<file path="src/rtl/chimera_pkg.sv">
// Shared types and default constants for the external-cluster power sequencer.
//
// Contents:
//   ExtClusters           number of externally sequenced clusters
//   Def*                  default timing constants used by chimera_clu_pwr_seq
//   CntWidth              width of the shared wait/hold counter
//   clu_pwr_e             target power state of one cluster
//   seq_state_e           sequencer FSM states
package chimera_pkg;

    localparam int unsigned ExtClusters        = 5;
    localparam int unsigned DefIsoTimeout      = 255;
    localparam int unsigned DefClkSettleCycles = 2;
    localparam int unsigned DefRstHoldCycles   = 4;
    localparam int unsigned CntWidth           = 8;

    typedef enum logic [0:0] {
        CluOff = 1'b0,
        CluOn  = 1'b1
    } clu_pwr_e;

    typedef enum logic [2:0] {
        SeqIdle,
        SeqIsoOn,
        SeqClkOff,
        SeqRstOn,
        SeqClkOn,
        SeqRstOff,
        SeqIsoOff
    } seq_state_e;

endpackage

</file>
<file path="src/rtl/chimera_rr_pick.sv">
// Combinational round-robin selector: returns the first asserted request found by
// searching upward from ptr_i with wrap-around.
//
// Ports:
//   req_i     request vector
//   ptr_i     index where the search starts (must be < N)
//   valid_o   at least one request is asserted
//   idx_o     index of the selected request
//   onehot_o  one-hot form of idx_o, all zero when valid_o is low
module chimera_rr_pick #(
    parameter int unsigned N    = 5,
    parameter int unsigned IdxW = (N > 1) ? $clog2(N) : 1
) (
    input  logic [N-1:0]    req_i,
    input  logic [IdxW-1:0] ptr_i,
    output logic            valid_o,
    output logic [IdxW-1:0] idx_o,
    output logic [N-1:0]    onehot_o
);

    always_comb begin
        int unsigned cand;
        valid_o = 1'b0;
        idx_o   = '0;
        cand    = 0;
        for (int unsigned k = 0; k < N; k++) begin
            cand = 32'(ptr_i) + k;
            if (cand >= N) begin
                cand = cand - N;
            end
            if (!valid_o && req_i[cand]) begin
                valid_o = 1'b1;
                idx_o   = IdxW'(cand);
            end
        end
        onehot_o = valid_o ? (N'(1) << idx_o) : '0;
    end

endmodule

</file>
<file path="src/rtl/chimera_clu_pwr_seq.sv">
// Power sequencer for the external cluster domain. Per-cluster power-up/down requests
// are arbitrated round-robin onto a single sequencer which orders isolation, clock
// gating and reset for the granted cluster, qualifying the isolation steps with the
// cluster's isolation acknowledge.
//
// Ports:
//   clk_i         SoC clock
//   rst_i         synchronous active-high reset
//   req_valid_i   per-cluster request valid, held until req_ready_o
//   req_on_i      requested state per cluster (1 = up, 0 = down), sampled at grant
//   req_ready_o   one-cycle one-hot grant pulse
//   iso_ack_i     isolation acknowledge from the cluster domain
//   clu_iso_o     isolate request per cluster
//   clu_clk_en_o  clock-gate enable per cluster (1 = clock runs)
//   clu_rst_no    active-low cluster reset
//   clu_on_o      cluster fully powered up
//   busy_o        sequencer not idle
//   timeout_o     sticky isolation-acknowledge timeout flags
//   err_clr_i     clears timeout_o (a same-cycle new timeout still sets its bit)
module chimera_clu_pwr_seq
    import chimera_pkg::*;
#(
    parameter int unsigned NumClusters     = ExtClusters,
    parameter int unsigned IsoTimeout      = DefIsoTimeout,
    parameter int unsigned ClkSettleCycles = DefClkSettleCycles,
    parameter int unsigned RstHoldCycles   = DefRstHoldCycles
) (
    input  logic                   clk_i,
    input  logic                   rst_i,
    input  logic [NumClusters-1:0] req_valid_i,
    input  logic [NumClusters-1:0] req_on_i,
    output logic [NumClusters-1:0] req_ready_o,
    input  logic [NumClusters-1:0] iso_ack_i,
    output logic [NumClusters-1:0] clu_iso_o,
    output logic [NumClusters-1:0] clu_clk_en_o,
    output logic [NumClusters-1:0] clu_rst_no,
    output logic [NumClusters-1:0] clu_on_o,
    output logic                   busy_o,
    output logic [NumClusters-1:0] timeout_o,
    input  logic                   err_clr_i
);

    localparam int unsigned IdxW = (NumClusters > 1) ? $clog2(NumClusters) : 1;

    // Counters start at zero on state entry, so each limit is "cycles - 1".
    localparam logic [CntWidth-1:0] IsoLimit    = CntWidth'(IsoTimeout - 1);
    localparam logic [CntWidth-1:0] SettleLimit = CntWidth'(ClkSettleCycles - 1);
    localparam logic [CntWidth-1:0] HoldLimit   = CntWidth'(RstHoldCycles - 1);

    seq_state_e             state_q;
    seq_state_e             launch_q;
    logic [IdxW-1:0]        ptr_q;
    logic [IdxW-1:0]        sel_q;
    logic [CntWidth-1:0]    cnt_q;
    logic [NumClusters-1:0] ready_q;
    logic [NumClusters-1:0] iso_q;
    logic [NumClusters-1:0] clk_en_q;
    logic [NumClusters-1:0] rst_n_q;
    logic [NumClusters-1:0] on_q;
    logic [NumClusters-1:0] to_q;

    logic                   pick_valid;
    logic [IdxW-1:0]        pick_idx;
    logic [NumClusters-1:0] pick_onehot;
    clu_pwr_e               pick_target;
    seq_state_e             pick_launch;
    logic                   ack_sel;
    logic                   iso_wait;
    logic [NumClusters-1:0] to_set;

    chimera_rr_pick #(
        .N    (NumClusters),
        .IdxW (IdxW)
    ) u_rr_pick (
        .req_i    (req_valid_i),
        .ptr_i    (ptr_q),
        .valid_o  (pick_valid),
        .idx_o    (pick_idx),
        .onehot_o (pick_onehot)
    );

    // Decide at grant time where the sequence starts; a request for the state the
    // cluster is already in is granted but launches nothing.
    always_comb begin
        pick_target = clu_pwr_e'(req_on_i[pick_idx]);
        if (pick_target == clu_pwr_e'(on_q[pick_idx])) begin
            pick_launch = SeqIdle;
        end else if (pick_target == CluOn) begin
            pick_launch = SeqClkOn;
        end else begin
            pick_launch = SeqIsoOn;
        end
    end

    assign ack_sel = iso_ack_i[sel_q];

    // Still waiting for the expected acknowledge level in one of the iso states.
    assign iso_wait = ((state_q == SeqIsoOn) && !ack_sel) ||
                      ((state_q == SeqIsoOff) && ack_sel);

    always_comb begin
        to_set = '0;
        if (iso_wait && (cnt_q == IsoLimit)) begin
            to_set[sel_q] = 1'b1;
        end
    end

    always_ff @(posedge clk_i) begin
        if (rst_i) begin
            state_q  <= SeqIdle;
            launch_q <= SeqIdle;
            ptr_q    <= '0;
            sel_q    <= '0;
            cnt_q    <= '0;
            ready_q  <= '0;
            iso_q    <= '1;
            clk_en_q <= '0;
            rst_n_q  <= '0;
            on_q     <= '0;
            to_q     <= '0;
        end else begin
            ready_q <= '0;
            // A new timeout wins over a simultaneous clear.
            to_q    <= (err_clr_i ? '0 : to_q) | to_set;

            unique case (state_q)
                SeqIdle: begin
                    if (ready_q != '0) begin
                        // Grant cycle just ended: start the latched sequence. No new
                        // arbitration here, the granted valid is still visible.
                        cnt_q <= '0;
                        if (launch_q == SeqClkOn) begin
                            state_q         <= SeqClkOn;
                            clk_en_q[sel_q] <= 1'b1;
                        end else if (launch_q == SeqIsoOn) begin
                            state_q      <= SeqIsoOn;
                            iso_q[sel_q] <= 1'b1;
                        end
                    end else if (pick_valid) begin
                        ready_q  <= pick_onehot;
                        sel_q    <= pick_idx;
                        launch_q <= pick_launch;
                        ptr_q    <= (pick_idx == IdxW'(NumClusters - 1)) ?
                                    '0 : pick_idx + 1'b1;
                    end
                end

                SeqIsoOn: begin
                    if (!iso_wait || (cnt_q == IsoLimit)) begin
                        state_q         <= SeqClkOff;
                        cnt_q           <= '0;
                        clk_en_q[sel_q] <= 1'b0;
                    end else begin
                        cnt_q <= cnt_q + 1'b1;
                    end
                end

                SeqClkOff: begin
                    if (cnt_q == SettleLimit) begin
                        state_q        <= SeqRstOn;
                        cnt_q          <= '0;
                        rst_n_q[sel_q] <= 1'b0;
                        on_q[sel_q]    <= 1'b0;
                    end else begin
                        cnt_q <= cnt_q + 1'b1;
                    end
                end

                SeqRstOn: begin
                    state_q <= SeqIdle;
                end

                SeqClkOn: begin
                    if (cnt_q == HoldLimit) begin
                        state_q        <= SeqRstOff;
                        cnt_q          <= '0;
                        rst_n_q[sel_q] <= 1'b1;
                    end else begin
                        cnt_q <= cnt_q + 1'b1;
                    end
                end

                SeqRstOff: begin
                    if (cnt_q == SettleLimit) begin
                        state_q      <= SeqIsoOff;
                        cnt_q        <= '0;
                        iso_q[sel_q] <= 1'b0;
                    end else begin
                        cnt_q <= cnt_q + 1'b1;
                    end
                end

                SeqIsoOff: begin
                    if (!iso_wait || (cnt_q == IsoLimit)) begin
                        state_q     <= SeqIdle;
                        cnt_q       <= '0;
                        on_q[sel_q] <= 1'b1;
                    end else begin
                        cnt_q <= cnt_q + 1'b1;
                    end
                end

                default: begin
                    state_q <= SeqIdle;
                end
            endcase
        end
    end

    assign req_ready_o  = ready_q;
    assign clu_iso_o    = iso_q;
    assign clu_clk_en_o = clk_en_q;
    assign clu_rst_no   = rst_n_q;
    assign clu_on_o     = on_q;
    assign timeout_o    = to_q;
    assign busy_o       = (state_q != SeqIdle);

endmodule

</file>
<file path="config.mk">
export PLATFORM = sky130hd
export DESIGN_NAME = chimera_clu_pwr_seq
export DESIGN_NICKNAME = d
export VERILOG_FILES = /design/src/rtl/chimera_pkg.sv /design/src/rtl/chimera_rr_pick.sv /design/src/rtl/chimera_clu_pwr_seq.sv
export SDC_FILE = /design/constraint.sdc
export NUM_CORES = 1
export LEC_CHECK = 0
export CORE_UTILIZATION = 50
export DETAILED_ROUTE_END_ITERATION = 10
export HOLD_SLACK_MARGIN = 0.15
export MAX_ROUTING_LAYER = met4
export PLACE_DENSITY = 0.74
export SYNTH_ARGS = -nofsm -noshare
export SYNTH_HDL_FRONTEND = slang
export SYNTH_SLANG_ARGS = --single-unit
export TNS_END_PERCENT = 30
</file>
<file path="constraint.sdc">
create_clock -name clk_i -period 4.35 [get_ports clk_i]
set_clock_uncertainty 0.2 [all_clocks]
set_input_delay 0.87 -clock clk_i [delete_from_list [all_inputs] [get_ports clk_i]]
set_output_delay 0.87 -clock clk_i [all_outputs]
set_load 0.02 [all_outputs]
</file>
# --- Word level (Yosys, flattened, before mapping) ---
# Index checks and enable logic that the tools add are counted.
totals:
  register_bits: 50
  in_bits: 18
  output_inout_bits: 31
  wordCells: 172
classes:
  addsub: 11
  magnitude_cmp: 13
  eq_ne: 22
  n_shift: 1
  mux: 67
  n_bitwise: 13
  n_reduce_logical: 34
op_table:
  columns: ["cell", "count"]
  rows:
  - ["$lt 32x4->1 const B", 5]
  - ["$mux 32", 5]
  - ["$ge 32x3->1 const B", 4]
  - ["$sub 32x3->32 const B", 4]
  - ["$mux 5", 13]
  - ["$mux 3", 16]
  - ["$pmux 5 s2", 4]
  - ["$mux 8", 4]
  - ["$pmux 8 s4", 1]
  - ["$or 5x5->5", 5]
  - ["$bmux 1 s3", 8]
  - ["$and 5x5->5", 4]
  - ["$pmux 3 s6", 1]
  - ["$eq 3x3->1 const B", 5]
  - ["$mux 1", 14]
  - ["$ne 2x2->1 const B", 7]
  - ["$reduce_and 3->1", 3]
  - ["$add 3x2->4 const B", 2]
  - ["$add 8x1->8 const B", 1]
  - ["$eq 8x1->1 const B", 1]
  - ["$eq 8x2->1 const B", 1]
  - ["$eq 8x8->1 const B", 1]
  - ["$logic_and 1x1->1", 8]
  - ["$lt 3x4->1 const B", 2]
  - ["28 further kinds", 42]

# --- Logic depth before layout (Yosys ltp) ---
depth:
  ltp_word: 21
  mapped_depth: 15
  ltp_nobuf: 14

# --- Cells and area by module ---
# From an unflattened synthesis, not the netlist that was laid out.
unflattened:
  hier_cells: 476
  area_unflattened_um2: 3824.9
by_module_without_submodules:
  columns: ["module", "n_inst", "cells_each", "area_each_um2", "seq_area_each_um2"]
  rows:
  - ["chimera_clu_pwr_seq", 1, 292, 2560.0, 980.9]
  - ["chimera_rr_pick", 1, 184, 1265.0, 0.0]

# --- Worst setup path before layout ---
# No wires, ideal clock.
synth_path:
  path_kind: "flip-flop to flip-flop"
  startpoint: "register ptr_q[1]"
  endpoint: "register launch_q[2]"
  setup_time_ps: 96
  t_arrival_ps: 3622
  required_ps: 4054
  setup_slack_ps: 432
  stages_incl_launch_ff: 15
  n_path_buf: 2
  synth_period_minus_slack_ps: 3918
  cell_sequence: "dfxtp_1 > buf_6 > inv_1 > ha_1 > ha_1 > buf_2 > a2111oi_0 > or2_2 > a22oi_1 > nor2b_1 > a211o_1 > a31oi_2 > mux2_2 > a21o_1 > o41ai_2"
synth_between:
  elab_chain_cells: 21
  word_cells_on_any_way: 55
  classes_between: "add/sub (9); order compare (5); eq/ne (1); mux (31); reduce/logical (9)"
synth_rtl:
  columns: ["element", "line", "rtl"]
  rows:
  - ["start: declaration", "chimera_clu_pwr_seq.sv:52", "logic [IdxW-1:0] ptr_q;"]
  - ["start signal: assignment", "chimera_clu_pwr_seq.sv:143", "ptr_q <= (pick_idx == IdxW'(NumClusters - 1)) ?"]
  - ["branches (longest 21 deep; another with $sub 32x3->32)", null, null]
  - ["end signal: assignment", "chimera_clu_pwr_seq.sv:111", "launch_q <= SeqIdle;"]
  - ["end signal: assignment", "chimera_clu_pwr_seq.sv:142", "launch_q <= pick_launch;"]
  - ["end: declaration", "chimera_clu_pwr_seq.sv:51", "seq_state_e launch_q;"]
# Parallel ways; which one is timed is not known. The select of a mux whose other input is x is not followed.
# A chain may end at the register's enable or synchronous reset.

# --- Final worst setup path ---
layout_path:
  startpoint: "register ptr_q[0]"
  endpoint: "register launch_q[0]"
# The elaborated chain is that of the path after synthesis.

==> impl_metrics.yaml <==
run_status:
  status: "finished clean"
floorplan:
  die_w_um: 85.98
  fp.dieH_um: 85.98
  dieArea_mm2: 0.007392
  design.core.area_mm2: 0.006794
  num_rows: 30
  initial_utilization_pct: 51.90
  pin_count: 49
timing:
  tightest_slew_ps: 1179
  finalCritPeriodShare_pct: 95.64
  setup_viol: 0
  hold_viol: 0
  maxSlewViolCount: 0
  fmax_mhz: 240.4
  layout_min_cycle_time_ps: 4160
  rsz0062_at_grt: "false"
  relSlewSlack_pct: 20.82
  fin_setup_tns_ps: 0
run:
  drv_cap: 0
finish:
  layout_commonest_cell: "dfxtp_1"
  nNetsFinal: 506
  final_cells: 570
  final_cell_mix: "49 x dfxtp_1, 48 x clkdlybuf4s50_1, 37 x nor2_1"
  fin_area_mm2: 0.004243
  antennaDiodeCount: 0
  layout-drive-gt1-share_pct: 12.66
  n_fill_cell: 600
  area_growth_pct: 20.33
hold_path:
  hold_depth: 2
  min_path_type: "flop to flop"
clock_tree:
  cts.sinks: 49
  cts_root_buffer: "clkbuf_8"
  clk_latency_ps: 310
  clock_path_buffers: 2
  tritoncts: "done"
  path_clk_slew_ps: 100
  post-cts-setup-buffers: 0
  htree_num_levels: 2
  numCtsBuffers: 5
placement:
  portBuffers: 48
  place_congestion: 0.9701
  dp_cells: 562
  post-dp-hpwl_mm: 7.142
  placed_cell_area_mm2: 0.004136
global_routing:
  gr-total-overflow: 0
  antenna_found_initial: 0
  grt_max_degree: 42
  grt_pass1_vias: 3189
  grt_use_total_pct: 27.49
  grt_pass1_wl_mm: 15.75
routing:
  viasPerCell: 6.007
  drc_errors: 0
  wl_per_cell_um: 16.93
  drtIter0Drc: 121
  drt_first_pass_iters: 5
  drtAntennaViolNets: 0
  wirelength_mm: 9.650
  vias: 3424
setup_path:
  required_ps: 4360
  worstPathArrival_ps: 4170
  cpMostUsedCell: "ha_1"
  slowest_delay_ps: 490
  critPathMaxFanout: 10
  cp-end-kind: "flop"
  cp_cell_sequence: "inv_2 -> ha_1 -> ha_1 -> and3_1 -> o221a_4 -> or3b_4 -> nor4_2 -> a32o_2 -> a31o_2 -> mux2_2 -> a21o_1 -> o41ai_2"
  slowest_stage: "dfxtp_1"
  cp_num_buf_inv: 1
  cpLargestDelayFamily: "compound AO/OA/AOI/OAI gates"
  worst-path-stages: 12
  timing.setup.critical_path_class: "flop to flop"
  critPathLaunchType: "flop"
  reg2reg_depth: 12
yosys:
  netlist_area_mm2: 0.003526
  yosys.cell_types.count: 75
  syn_area_per_cell_um2: 8.335
  synth_edf_count: 0
  yosysWarnings: 0
  synthCells: 423
  synthArstFlopShare_pct: 0
  synthFlopType: "dfxtp_1"
  synth_seq_cells: 49
  ys_seq_area_share_pct: 27.82
  synth_nets: 456
pwr:
  power_w: 0.003202
  p_leak_nw: 1.570
  power_density_mw_per_mm2: 754.7
  irDropWorstVdd_mv: 0.2696
-- layer usage --
| metal | GRT usage, % | wire (um) | share of wire (%) |
|---|---|---|---|
| met4 | 8.485 | 218 | 2.3 |
| met5 | - | 0 | 0 |
| met1 | 34.66 | 4302 | 45 |
| met2 | 45.67 | 4570 | 47 |
| met3 | 3.657 | 558 | 5.8 |
-- per-stage QoR --
stage          setup WS, ps  utilization [%]  hold slack [ps]
3_5_place_dp          108.3            60.88            267.0
5_1_grt               33.37            62.45            327.4
6_report              189.5            62.45            286.3
4_1_cts               85.26            62.15            294.3
3_3_place_gp          151.9            60.88            262.0
2_1_floorplan         432.1                -            290.6
-- cell families after synthesis --
| group | synth area share, % |
|---|---|
| AND/OR/NAND/NOR | 23.78 |
| AO/OA/AOI/OAI | 26.47 |
| flip-flops | 27.82 |
| buffers and inverters | 6.104 |
| multiplexers | 8.055 |
| adder cells (fa/ha/maj) | 5.536 |
| XOR/XNOR | 2.236 |
-- what timing repair did --
item | in CTS | in global routing
resized for setup | 0 | 5
setup endpoints to repair | 0 | 13
hold buffers | 0 | 0
-- Yosys cell counts, types with 2 or more instances --
cell type  number  area [um^2]
a2111oi_0       2        17.52
a211oi_1       20        150.1
a21o_1          7        52.55
a21oi_1        33        165.2
a221o_1         2        20.02
a22oi_1         4        30.03
a311oi_1        7        61.31
a31oi_1         3        18.77
and2_1          4        25.02
and3_1          7        43.79
and3b_1         3        26.28
buf_2           4        20.02
buf_6           4        45.04
clkbuf_1       13        48.80
dfxtp_1        49        980.9
ha_1           14        175.2
inv_1          22        82.58
inv_2           2        7.510
mux2_2          5        56.30
mux2i_1        19        190.2
nand2_1        19        71.32
nand2b_1       13        81.33
nand2b_4        2        27.53
nand3_1         8        40.04
nand3b_1        4        30.03
nor2_1         38        142.6
nor2b_1        11        68.82
nor3_1         18        90.09
nor4_1          3        18.77
nor4b_1         2        17.52
o211ai_1        5        37.54
o21ai_0        10        50.05
o221ai_1        5        43.79
o2bb2ai_1       2        17.52
o31ai_1         2        15.01
o41ai_2         2        32.53
or2_2           4        25.02
or3_1           5        31.28
or4_1           3        22.52
xnor2_1         6        52.55
xor2_1          3        26.28
-- final timing paths --
check	start	to	slack, ps
worst max-delay path	ptr_q[0]	launch_q[0]	190
worst min-delay path	flop	flop	290
worst max register to register	ptr_q[0]	launch_q[0]	190
worst min register to register	flop	flop	290
-- layout make-up --
class,count,area (um^2),area share [%]
Timing Repair Buffer,66,615.6,14.51
Inverter,24,90.09,2.123
Sequential cell,49,980.9,23.12
Tap cell,96,120.1,2.831
Clock buffer,6,72.57,1.710
Clock inverter,2,13.76,0.3244
Multi-Input combinational cell,327,2350,55.38
-- worst reg2reg max path, stage by stage (launching register included) --
cell,delay [ps]
dfxtp_1,490
inv_2,170
ha_1,270
ha_1,400
and3_1,230
o221a_4,290
or3b_4,430
nor4_2,390
a32o_2,210
a31o_2,170
mux2_2,360
a21o_1,190
o41ai_2,270
-- where the power goes --
group | internal, W | switching [W]
Sequential | 0.000506 | 0.0000626
Combinational | 0.000995 | 0.00137
Clock | 0.000115 | 0.000157
Total | 0.00162 | 0.00159
Note: power is estimated with default switching activity, not from simulation.
